$ cat config.mk
export PLATFORM = sky130hd
export DESIGN_NAME = transmitter
export DESIGN_NICKNAME = d
export VERILOG_FILES = /design/src/rtl/maroc_sc_pkg.sv /design/src/rtl/sc_frame_pack.sv /design/src/rtl/transmitter.sv
export SDC_FILE = /design/constraint.sdc
export NUM_CORES = 1
export LEC_CHECK = 0
export ABC_CLOCK_PERIOD_IN_PS = 5200
export CAP_MARGIN = 20
export CORE_AREA = 2 2 319 321
export DETAILED_ROUTE_END_ITERATION = 7
export DIE_AREA = 0 0 321 323
export PLACE_DENSITY_LB_ADDON = 0.15
export SLEW_MARGIN = 20
export SYNTH_ARGS = -nofsm -noshare
export SYNTH_HDL_FRONTEND = slang
export SYNTH_HIERARCHICAL = 1
export SYNTH_SLANG_ARGS = --single-unit
$ cat constraint.sdc
create_clock -name CK_SC -period 5.2 [get_ports CK_SC]
set_input_delay 0.52 -clock CK_SC [delete_from_list [all_inputs] [get_ports CK_SC]]
set_output_delay 0.52 -clock CK_SC [all_outputs]
set_load 0.01 [all_outputs]
$ cat src/rtl/maroc_sc_pkg.sv
// maroc_sc_pkg: frame width, field offsets/widths and FSM state for the MAROC slow-control transmitter
package maroc_sc_pkg;
  localparam int FRAME_W = 829;
  localparam int IDX_W = 10;
  localparam logic [IDX_W-1:0] LAST_IDX = IDX_W'(FRAME_W - 1);
  localparam int OFF_BIAS = 0, W_BIAS = 3;
  localparam int OFF_DAC2 = 3, OFF_DAC1 = 13, W_DAC = 10;
  localparam int OFF_ADC = 23, W_ADC = 4;
  localparam int OFF_MASK = 27, W_MASK = 128;
  localparam int OFF_GLB = 155, W_GLB = 34;
  localparam int OFF_GAIN = 189, W_GAIN = 576;
  localparam int OFF_CTEST = 765, W_CTEST = 64;
  typedef enum logic [1:0] {LOAD, SHIFT, DONE} sc_state_t;
endpackage

$ cat src/rtl/sc_frame_pack.sv
// sc_frame_pack: packs the slow-control ports into the 829-bit frame, LSB of each field at its lowest index
// Ports: bias/DAC enables, DAC2/DAC1 codes, ADC controls, mask_OR_ch, 34 global scalars, GAIN, Ctest_ch in; frame out.
module sc_frame_pack import maroc_sc_pkg::*; (
  input  logic                 ON_OFF_otabg, ON_OFF_dac, small_dac,
  input  logic [W_DAC-1:0]     DAC2, DAC1,
  input  logic                 enb_outADC, inv_startCmptGray, ramp_8bit, ramp_10bit,
  input  logic [W_MASK-1:0]    mask_OR_ch,
  input  logic                 cmd_CK_mux, d1_d2, inv_discriADC, polar_discri, Enb_tristate,
  input  logic                 valid_dc_fsb2, sw_fsb2_50f, sw_fsb2_100f, sw_fsb2_100k, sw_fsb2_50k,
  input  logic                 valid_dc_fs, cmd_fsb_fsu, sw_fsb1_50f, sw_fsb1_100f, sw_fsb1_100k, sw_fsb1_50k,
  input  logic                 sw_fsu_100k, sw_fsu_50k, sw_fsu_25k, sw_fsu_40f, sw_fsu_20f,
  input  logic                 H1H2_choice, EN_ADC, sw_ss_1200f, sw_ss_600f, sw_ss_300f, ON_OFF_ss,
  input  logic                 swb_buf_2p, swb_buf_1p, swb_buf_500f, swb_buf_250f,
  input  logic                 cmd_fsb, cmd_ss, cmd_fsu,
  input  logic [W_GAIN-1:0]    GAIN,
  input  logic [W_CTEST-1:0]   Ctest_ch,
  output logic [FRAME_W-1:0]   frame
);
  assign frame[OFF_BIAS +: W_BIAS] = {small_dac, ON_OFF_dac, ON_OFF_otabg};
  assign frame[OFF_DAC2 +: W_DAC] = DAC2;
  assign frame[OFF_DAC1 +: W_DAC] = DAC1;
  assign frame[OFF_ADC +: W_ADC] = {ramp_10bit, ramp_8bit, inv_startCmptGray, enb_outADC};
  assign frame[OFF_MASK +: W_MASK] = mask_OR_ch;
  assign frame[OFF_GLB +: W_GLB] = {
    cmd_fsu, cmd_ss, cmd_fsb,
    swb_buf_250f, swb_buf_500f, swb_buf_1p, swb_buf_2p,
    ON_OFF_ss, sw_ss_300f, sw_ss_600f, sw_ss_1200f, EN_ADC, H1H2_choice,
    sw_fsu_20f, sw_fsu_40f, sw_fsu_25k, sw_fsu_50k, sw_fsu_100k,
    sw_fsb1_50k, sw_fsb1_100k, sw_fsb1_100f, sw_fsb1_50f, cmd_fsb_fsu, valid_dc_fs,
    sw_fsb2_50k, sw_fsb2_100k, sw_fsb2_100f, sw_fsb2_50f, valid_dc_fsb2,
    Enb_tristate, polar_discri, inv_discriADC, d1_d2, cmd_CK_mux};
  assign frame[OFF_GAIN +: W_GAIN] = GAIN;
  assign frame[OFF_CTEST +: W_CTEST] = Ctest_ch;
endmodule

$ cat src/rtl/transmitter.sv
// transmitter: latches the MAROC slow-control frame and shifts it out LSB-first on D_SC
// Ports: CK_SC clock; set_new_data sync active-high reset / load command; slow-control fields in; D_SC serial out.
// SC_AUTO_REPEAT_EN: when defined the latched frame is retransmitted continuously instead of stopping in DONE.
module transmitter import maroc_sc_pkg::*; (
  input  logic                 CK_SC,
  input  logic                 set_new_data,
  input  logic                 ON_OFF_otabg, ON_OFF_dac, small_dac,
  input  logic [W_DAC-1:0]     DAC2, DAC1,
  input  logic                 enb_outADC, inv_startCmptGray, ramp_8bit, ramp_10bit,
  input  logic [W_MASK-1:0]    mask_OR_ch,
  input  logic                 cmd_CK_mux, d1_d2, inv_discriADC, polar_discri, Enb_tristate,
  input  logic                 valid_dc_fsb2, sw_fsb2_50f, sw_fsb2_100f, sw_fsb2_100k, sw_fsb2_50k,
  input  logic                 valid_dc_fs, cmd_fsb_fsu, sw_fsb1_50f, sw_fsb1_100f, sw_fsb1_100k, sw_fsb1_50k,
  input  logic                 sw_fsu_100k, sw_fsu_50k, sw_fsu_25k, sw_fsu_40f, sw_fsu_20f,
  input  logic                 H1H2_choice, EN_ADC, sw_ss_1200f, sw_ss_600f, sw_ss_300f, ON_OFF_ss,
  input  logic                 swb_buf_2p, swb_buf_1p, swb_buf_500f, swb_buf_250f,
  input  logic                 cmd_fsb, cmd_ss, cmd_fsu,
  input  logic [W_GAIN-1:0]    GAIN,
  input  logic [W_CTEST-1:0]   Ctest_ch,
  output logic                 D_SC
);
  logic [FRAME_W-1:0] frame_in, frame;
  logic [IDX_W-1:0] idx, idx_n;
  logic last, d_n;
  sc_state_t state, state_n;
  sc_frame_pack u_pack (.*, .frame(frame_in));
  assign last = idx == LAST_IDX;
  always_ff @(posedge CK_SC) begin
    if (set_new_data) begin
      frame <= frame_in;
      idx <= '0;
      D_SC <= 1'b0;
      state <= LOAD;
    end else begin
      idx <= idx_n;
      D_SC <= d_n;
      state <= state_n;
    end
  end
  // LOAD behaves as the first SHIFT cycle, so F[0] leaves on the edge after set_new_data falls
  always_comb begin
    d_n = state == DONE ? 1'b0 : frame[idx];
`ifdef SC_AUTO_REPEAT_EN
    state_n = SHIFT;
    idx_n = last ? '0 : idx + IDX_W'(1);
`else
    state_n = (state == DONE || last) ? DONE : SHIFT;
    idx_n = (state == DONE || last) ? idx : idx + IDX_W'(1);
`endif
  end
endmodule

# Yosys cells after proc, flatten, opt, wreduce, memory -nomap -nowiden
# Cells that the tools add are included.
# classes
mux	3
order_cmp	1
n_eq_ne	2
add_sub_neg	1
n_reduce_logical	2
# ops
op	count
$lt 10x11->1 const B	1
$add 10x1->10 const B	1
$bmux 1 s10	1
$eq 10x10->1 const B	1
$eq 2x2->1 const B	1
$mux 2	1
$reduce_or 2->1	1
$logic_or 1x1->1	1
$mux 1	1
# word_totals
elab_cells	13
output_inout_bits	1
input_bits	831
reg_bits	842

# Logic depth before layout (Yosys ltp)
# Gate-level depths: netlist of the first run.
# logic_depth
depth_word	3
ltp_mapped	14
mapped_depth_nobuf	9

# By module
# The synthesis of the first run kept the hierarchy.
# modules_own_cells
module	seq_area_each_um2	area_per_inst_um2	n_inst	cells_per_inst
transmitter	25154.1	32235.9	1	1468
sc_frame_pack	0.0	6223.5	1	829

# Worst setup path before layout of the first run
# OpenSTA, ideal clock, no wires.
# synth_path
kind	register -> register
start	register idx[0]
end	register D_SC
required_time_ns	5.081
setup_slack_ns	2.375
synth_period_minus_slack_ns	2.825
path_stages_with_launch	12
arrival_time_ns	2.706
setup_ns	0.119
n_path_buf	4
cell_sequence	dfxtp_1 -> buf_6 -> buf_6 -> buf_4 -> buf_2 -> mux4_2 -> a221oi_1 -> o21ai_0 -> a21oi_1 -> nor4_1 -> o41a_1 -> o221a_1
# synth_via
elab_chain_len	2
# synth_lines
element	line	text
start, declared	transmitter.sv:23	logic [IDX_W-1:0] idx, idx_n;
start signal, assigned	transmitter.sv:35	idx <= idx_n;
$bmux 1 s10	transmitter.sv:42	d_n = state == DONE ? 1'b0 : frame[idx];
$mux 1 (implied by the code)	transmitter.sv:42	
end signal, assigned	transmitter.sv:36	D_SC <= d_n;
end, declared	transmitter.sv:20	output logic D_SC
# Every way passes these cells. The select of a mux whose other input is x is not followed.
# A chain may end at the register's enable or synchronous reset.

# Final worst setup path of the first run
# Ends and elaborated chain as after synthesis.

==> results.ini, run 1 <==
[sta]
finalCritPeriodShare = 0.737
setup_viol = 0
hold_slack_ns = 0.384
tightest_slew_ns = 1.09
setup_ws_ns = 1.37
maxSlewViolCount = 0
fmax_mhz = 261
min_period_ns = 3.83
finalHoldViolations = 0
rsz0062_at_grt = false
slew_headroom = 0.273
fin_tns_setup_ns = 0
fin_skew_ns = 0.0171

[synthesis]
synth.most_common_cell = buf_4
synth_area_leaders = edfxtp_1 (65%), buf_4 (16%), mux4_2 (11%), mux2i_1 (1.5%), dfxtp_1 (0.68%)
synth_xor_xnor_area_share = 0.00182
avgSynthCellArea_um2 = 16.7
async_reset_ff_frac = 0
seq_area_frac_synth = 0.654
synth_top_family_by_area = buffers and inverters
yosys_warnings = 6
synth-edff-count = 829
synth_mux_area_frac = 0.128
yosys-top-cells-count = buf_4 (840), edfxtp_1 (829), mux4_2 (187)
synthDistinctLibCells = 58
ys_ff_latch = 842
syn-cell-area_mm2 = 0.0385
synth_fp_nets = 3130
syn_inst = 2297
synth-compound-area-share = 0.0269
synth_adder_area_share = 0.000651
synth-simple-area-share = 0.0151
synth_top_area_cell = edfxtp_1
synth_top_area_share = 0.647
synth_ff_type = edfxtp_1

[global_routing]
grt-ovfl-total = 0
grt_max_degree = 124
grt_antenna_before_repair = 41
first_global_vias = 20300
grt_util_all_layers = 0.224
grt_pass1_wl_um = 158000

[floorplan]
core-area_mm2 = 0.101
die_h_um = 323
dieArea_mm2 = 0.104
die_x_um = 321
rows = 117
start_util = 0.382
ios = 832

[clock_network]
root_buffer = clkbuf_16
clkTransAtPathRegs_ns = 0.07
cts_buffers = 96
cts_tree = done
h-tree-depth = 3
cts.path.max_buffers = 3
cts_setup_buffers = 0
cts_resized = 0
cts.sinks = 842
holdBufCountCts = 0
worst_skew_pair.late_latency_ns = 0.69

[detailed_routing]
drc_errors = 0
drtIter0Drc = 1513
num_vias = 18600
detail-route-antenna-nets = 0
first_pass_iters = 5
wl_per_cell_um = 31.4
wl_um = 118000
drt-vias-per-instance = 4.94

[power]
leakage_nw = 15.2
ir_drop_mv = 0.227
power_density_mw_per_mm2 = 371

[setup_path]
arrival_ns = 4.41
reg2regPathDepth = 8
rr_startpoint = idx[0]$_SDFFE_PP0P_
path_buf_inv = 1
start_kind = flop
critPathSlowestCell = dfxtp_4
path_max_fanout = 48
reg2reg_slack_ns = 1.37
path_cells = buf_12 > mux4_2 > mux2i_1 > o22ai_1 > o311ai_0 > o2111ai_1 > o32a_1 > o221a_1
cp.required_ns = 5.77
reg2reg_to = D_SC$_SDFF_PP0_
critical_path.top_delay_family = compound AO/OA/AOI/OAI gates
max_stage_delay_ns = 0.75
endpoint_kind = flop
critical_path_class = reg2reg

[placed_design]
place.port_buffers = 831
placed_area_mm2 = 0.0422
gp_congestion = 0.830
dp_hpwl_um = 88900
pre_cts_ws_ns = 1.17

[final_layout]
nNetsFinal = 3190
regArea_mm2 = 0.0252
fillers = 8674
drive_gt1_frac = 0.168
multi_input_area_mm2 = 0.00665
finish.instance_area_mm2 = 0.0455
area_delta_synth_final_pct = 18.3

[hold_path]
hold_depth = 1
min_path_type = in2reg
min-delay-start = GAIN[42]
hold_end = frame[231]$_DFFE_PP_

[run]
maxCapViolCount = 0

[outcome]
outcome = finished, final reports clean

state kept, by name (all words and copies together), names as in the netlist:
| name | flops |
|---|---|
| frame | 829 |
| idx | 10 |
| state | 2 |
| D_SC | 1 |
routing by layer:
layer / vias to the layer above / GRT usage / share of wire
met5: - / 0 / 0.0020
met1: 9541 / 0.252 / 0.36
met3: 160 / 0.0639 / 0.079
met4: 36 / 0.0818 / 0.026
li1: 8054 / - / -
met2: 823 / 0.404 / 0.54
worst max path at each step:
stage,startpoint,endpoint,slack [ns],depth (start not counted)
global route,idx[0]$_SDFFE_PP0P_,D_SC$_SDFF_PP0_,1.04,8
CTS,idx[0]$_SDFFE_PP0P_,D_SC$_SDFF_PP0_,1.16,8
global placement,idx[0]$_SDFFE_PP0P_,D_SC$_SDFF_PP0_,1.16,8
finish,idx[0]$_SDFFE_PP0P_,D_SC$_SDFF_PP0_,1.37,8
floorplan,idx[0]$_SDFFE_PP0P_,D_SC$_SDFF_PP0_,2.38,11
detailed placement,idx[0]$_SDFFE_PP0P_,D_SC$_SDFF_PP0_,1.17,8
cell families after synthesis:
logic type	Yosys count
adder cells (fa/ha/maj)	2
AND/OR/NAND/NOR	123
AO/OA/AOI/OAI	145
multiplexers	255
XOR/XNOR	8
flip-flops	842
buffers and inverters	922
worst reg2reg max path: cells and delay by family, from the launching register on:
kind                   cells  cell delay, ns
AO/OA/AOI/OAI              5            1.57
multiplexers               2            0.99
buffers and inverters      1            0.42
flip-flops                 1            0.75
report_power, final:
group / switching, mW / total, mW / internal (mW)
clock network: 2.84 / 6.86 / 4.02
logic: 0.761 / 1.79 / 1.03
registers: 0.191 / 8.24 / 8.05
through the flow:
stage	power, mW	instances	util
global placement	10.2	3568	0.419
detailed placement	10.2	3568	0.419
global route	17.5	3760	0.452
finish	16.9	3767	0.452
floorplan	9.38	2297	-
CTS	17.1	3744	0.451
cell type report:
cell class	instances	share of cell area
sequential	842	0.553
timing repair buffer	874	0.193
multi-input combinational	533	0.146
clock buffer	107	0.0542
tap	1309	0.0360
clock inverter	69	0.0160
antenna	23	0.00127
inverter	10	0.000825
layout by cell type (no fill, tap or decap), types with 4 or more instances in the layout:
cell,Yosys,routed
edfxtp_1,829,829
a21oi_1,31,31
nor3_1,18,18
o22ai_1,9,9
nor2_1,20,19
buf_12,0,9
clkbuf_1,30,10
inv_1,8,6
a211oi_1,6,6
bufinv_16,0,12
clkinv_2,0,21
nor4_1,7,7
o21ai_0,19,19
nand3_1,9,9
clkinvlp_4,0,7
mux2i_1,56,56
mux2_2,12,12
diode_2,0,23
a221oi_1,17,17
nand2_1,44,43
clkbuf_16,0,97
nor2b_1,8,6
clkdlybuf4s50_1,0,830
a22oi_1,23,23
clkinv_4,0,7
mux4_2,187,187
clkinv_8,0,4
clkinv_1,1,16
dfxtp_1,13,8
xnor2_1,6,6
o221ai_1,10,10
buf_4,840,34
Power figures use the tool's default switching activity.
==> run 2, diff against run 1 <==
--- a/config.mk
+++ b/config.mk
@@ -5,11 +5,11 @@
 export SDC_FILE = /design/constraint.sdc
 export NUM_CORES = 1
 export LEC_CHECK = 0
-export ABC_CLOCK_PERIOD_IN_PS = 5200
+export ABC_CLOCK_PERIOD_IN_PS = 3760
 export CAP_MARGIN = 20
-export CORE_AREA = 2 2 319 321
+export CORE_AREA = 2 2 322 324
 export DETAILED_ROUTE_END_ITERATION = 7
-export DIE_AREA = 0 0 321 323
+export DIE_AREA = 0 0 324 326
 export PLACE_DENSITY_LB_ADDON = 0.15
 export SLEW_MARGIN = 20
 export SYNTH_ARGS = -nofsm -noshare
==> constraint.sdc (replaced) <==
create_clock -name CK_SC -period 3.76 [get_ports CK_SC]
set_input_delay 0.376 -clock CK_SC [delete_from_list [all_inputs] [get_ports CK_SC]]
set_output_delay 0.376 -clock CK_SC [all_outputs]
set_load 0.01 [all_outputs]
==> results.ini, run 2 (synthesis gave the netlist of run 1 again) <==
[setup_path]
reg2reg_slack_ns = 0.28
path_max_fanout = 28
cp.required_ns = 4.31
critical_path_class = reg2reg
arrival_ns = 4.03
endpoint_kind = flop
start_kind = flop

[final_layout]
fillers = 8849
regMostFlops = frame
area_delta_synth_final_pct = 19.3
final-instance-count-excl-fill = 3863
regArea_mm2 = 0.0252
final_common_cell = clkdlybuf4s50_1
nNetsFinal = 3224
utilization = 0.447
multi_input_area_mm2 = 0.00664
largest_reg_flops = 829
drive_gt1_frac = 0.175
layout_common_cells = clkdlybuf4s50_1 (830), edfxtp_1 (829), mux4_2 (187)
biggestRegsByFlops = frame (829), idx (10), state (2)

[power]
power_frac_clock = 0.402
p_sw_mw = 5.06
finalPower_mw = 23.3
power_density_mw_per_mm2 = 507
pwr-share-seq = 0.489
ir_drop_mv = 0.321
combPwrFrac = 0.109
p_sw_frac = 0.217
leakage_nw = 15.4
power.internal_mw = 18.2

[global_routing]
grt_antenna_before_repair = 37
grt-ovfl-total = 0
grt_pass1_wl_um = 155000
grt_max_degree = 98
first_global_vias = 20500
grt_util_all_layers = 0.214

[clock_network]
cts_tree = done
h-tree-depth = 3
cts.sinks = 842
cts_buffers = 93
cts_resized = 1
worst_skew_pair.late_latency_ns = 0.66
clkTransAtPathRegs_ns = 0.06
cts.path.max_buffers = 3
cts_setup_buffers = 0
holdBufCountCts = 0
root_buffer = clkbuf_16

[floorplan]
ios = 832
dieArea_mm2 = 0.106
rows = 118
start_util = 0.375
core-area_mm2 = 0.103
die_x_um = 324
die_h_um = 326

[sta]
slew_headroom = 0.304
fmax_mhz = 287
finalHoldViolations = 0
rsz0062_at_grt = false
setup_viol = 0
tightest_slew_ns = 1.04
setup_ws_ns = 0.281
hold_slack_ns = 0.260
min_period_ns = 3.48
fin_skew_ns = 0.0148
maxSlewViolCount = 0
finalCritPeriodShare = 0.925

[placed_design]
dp_hpwl_um = 88000
pre_cts_ws_ns = -0.0142
dpl.cell_count = 3676
place.port_buffers = 831
gp_congestion = 0.810

[detailed_routing]
wl_um = 115000
first_pass_iters = 7
wl_per_cell_um = 29.7
detail-route-antenna-nets = 0
drc_errors = 0
num_vias = 18600
drtIter0Drc = 1512
drt-vias-per-instance = 4.81

[outcome]
outcome = finished, final reports clean

[hold_path]
min_path_type = in2reg

[run]
maxCapViolCount = 0

-- run 2: power by group through the flow --
stage,clock network [mW],logic (mW),registers (mW)
5_1_grt,9.90,2.69,11.4
4_1_cts,9.57,2.59,11.4
2_1_floorplan,0,1.54,11.4
3_3_place_gp,0,2.57,11.6
3_5_place_dp,0,2.58,11.6
6_report,9.34,2.53,11.4
-- run 2: final timing paths --
path	startpoint	to	cells past startpoint
worst min register to register	idx[9]$_SDFFE_PP0P_	idx[9]$_SDFFE_PP0P_	2
worst max register to register	idx[0]$_SDFFE_PP0P_	D_SC$_SDFF_PP0_	9
worst min-delay path	GAIN[121]	frame[310]$_DFFE_PP_	1
worst max-delay path	idx[0]$_SDFFE_PP0P_	D_SC$_SDFF_PP0_	9
-- run 2: cell type report --
class	instances	share of cell area
clock buffers	112	0.0541
diodes	19	0.00104
well taps	1380	0.0376
clock inverters	56	0.0135
repair buffers	911	0.200
multi-input cells	533	0.145
inverters	10	0.000818
flip-flops and latches	842	0.549
-- run 2: worst max-delay path: stages, from the launching register on --
cell and delay (ns):
dfxtp_4 0.59, buf_12 0.30, buf_12 0.24, mux4_2 0.51, mux2i_1 0.29, o21ai_0 0.12
a211oi_1 0.51, a211oi_1 0.10, o41a_1 0.43, o221a_1 0.20
-- run 2: layer usage --
metal,track usage,part of all wire,wire [um]
met1,0.247,0.37,42700
met2,0.389,0.53,61000
met3,0.0545,0.070,8030
met4,0.0601,0.024,2720
met5,0,0.0018,206
-- run 2: per-stage QoR --
step	area [um^2]	setup TNS [ns]
final	45900	0
after global routing	45900	0
after CTS	45800	0
after detailed placement	42700	-0.0142
after global placement	42700	-0.0115
after floorplan	38500	0
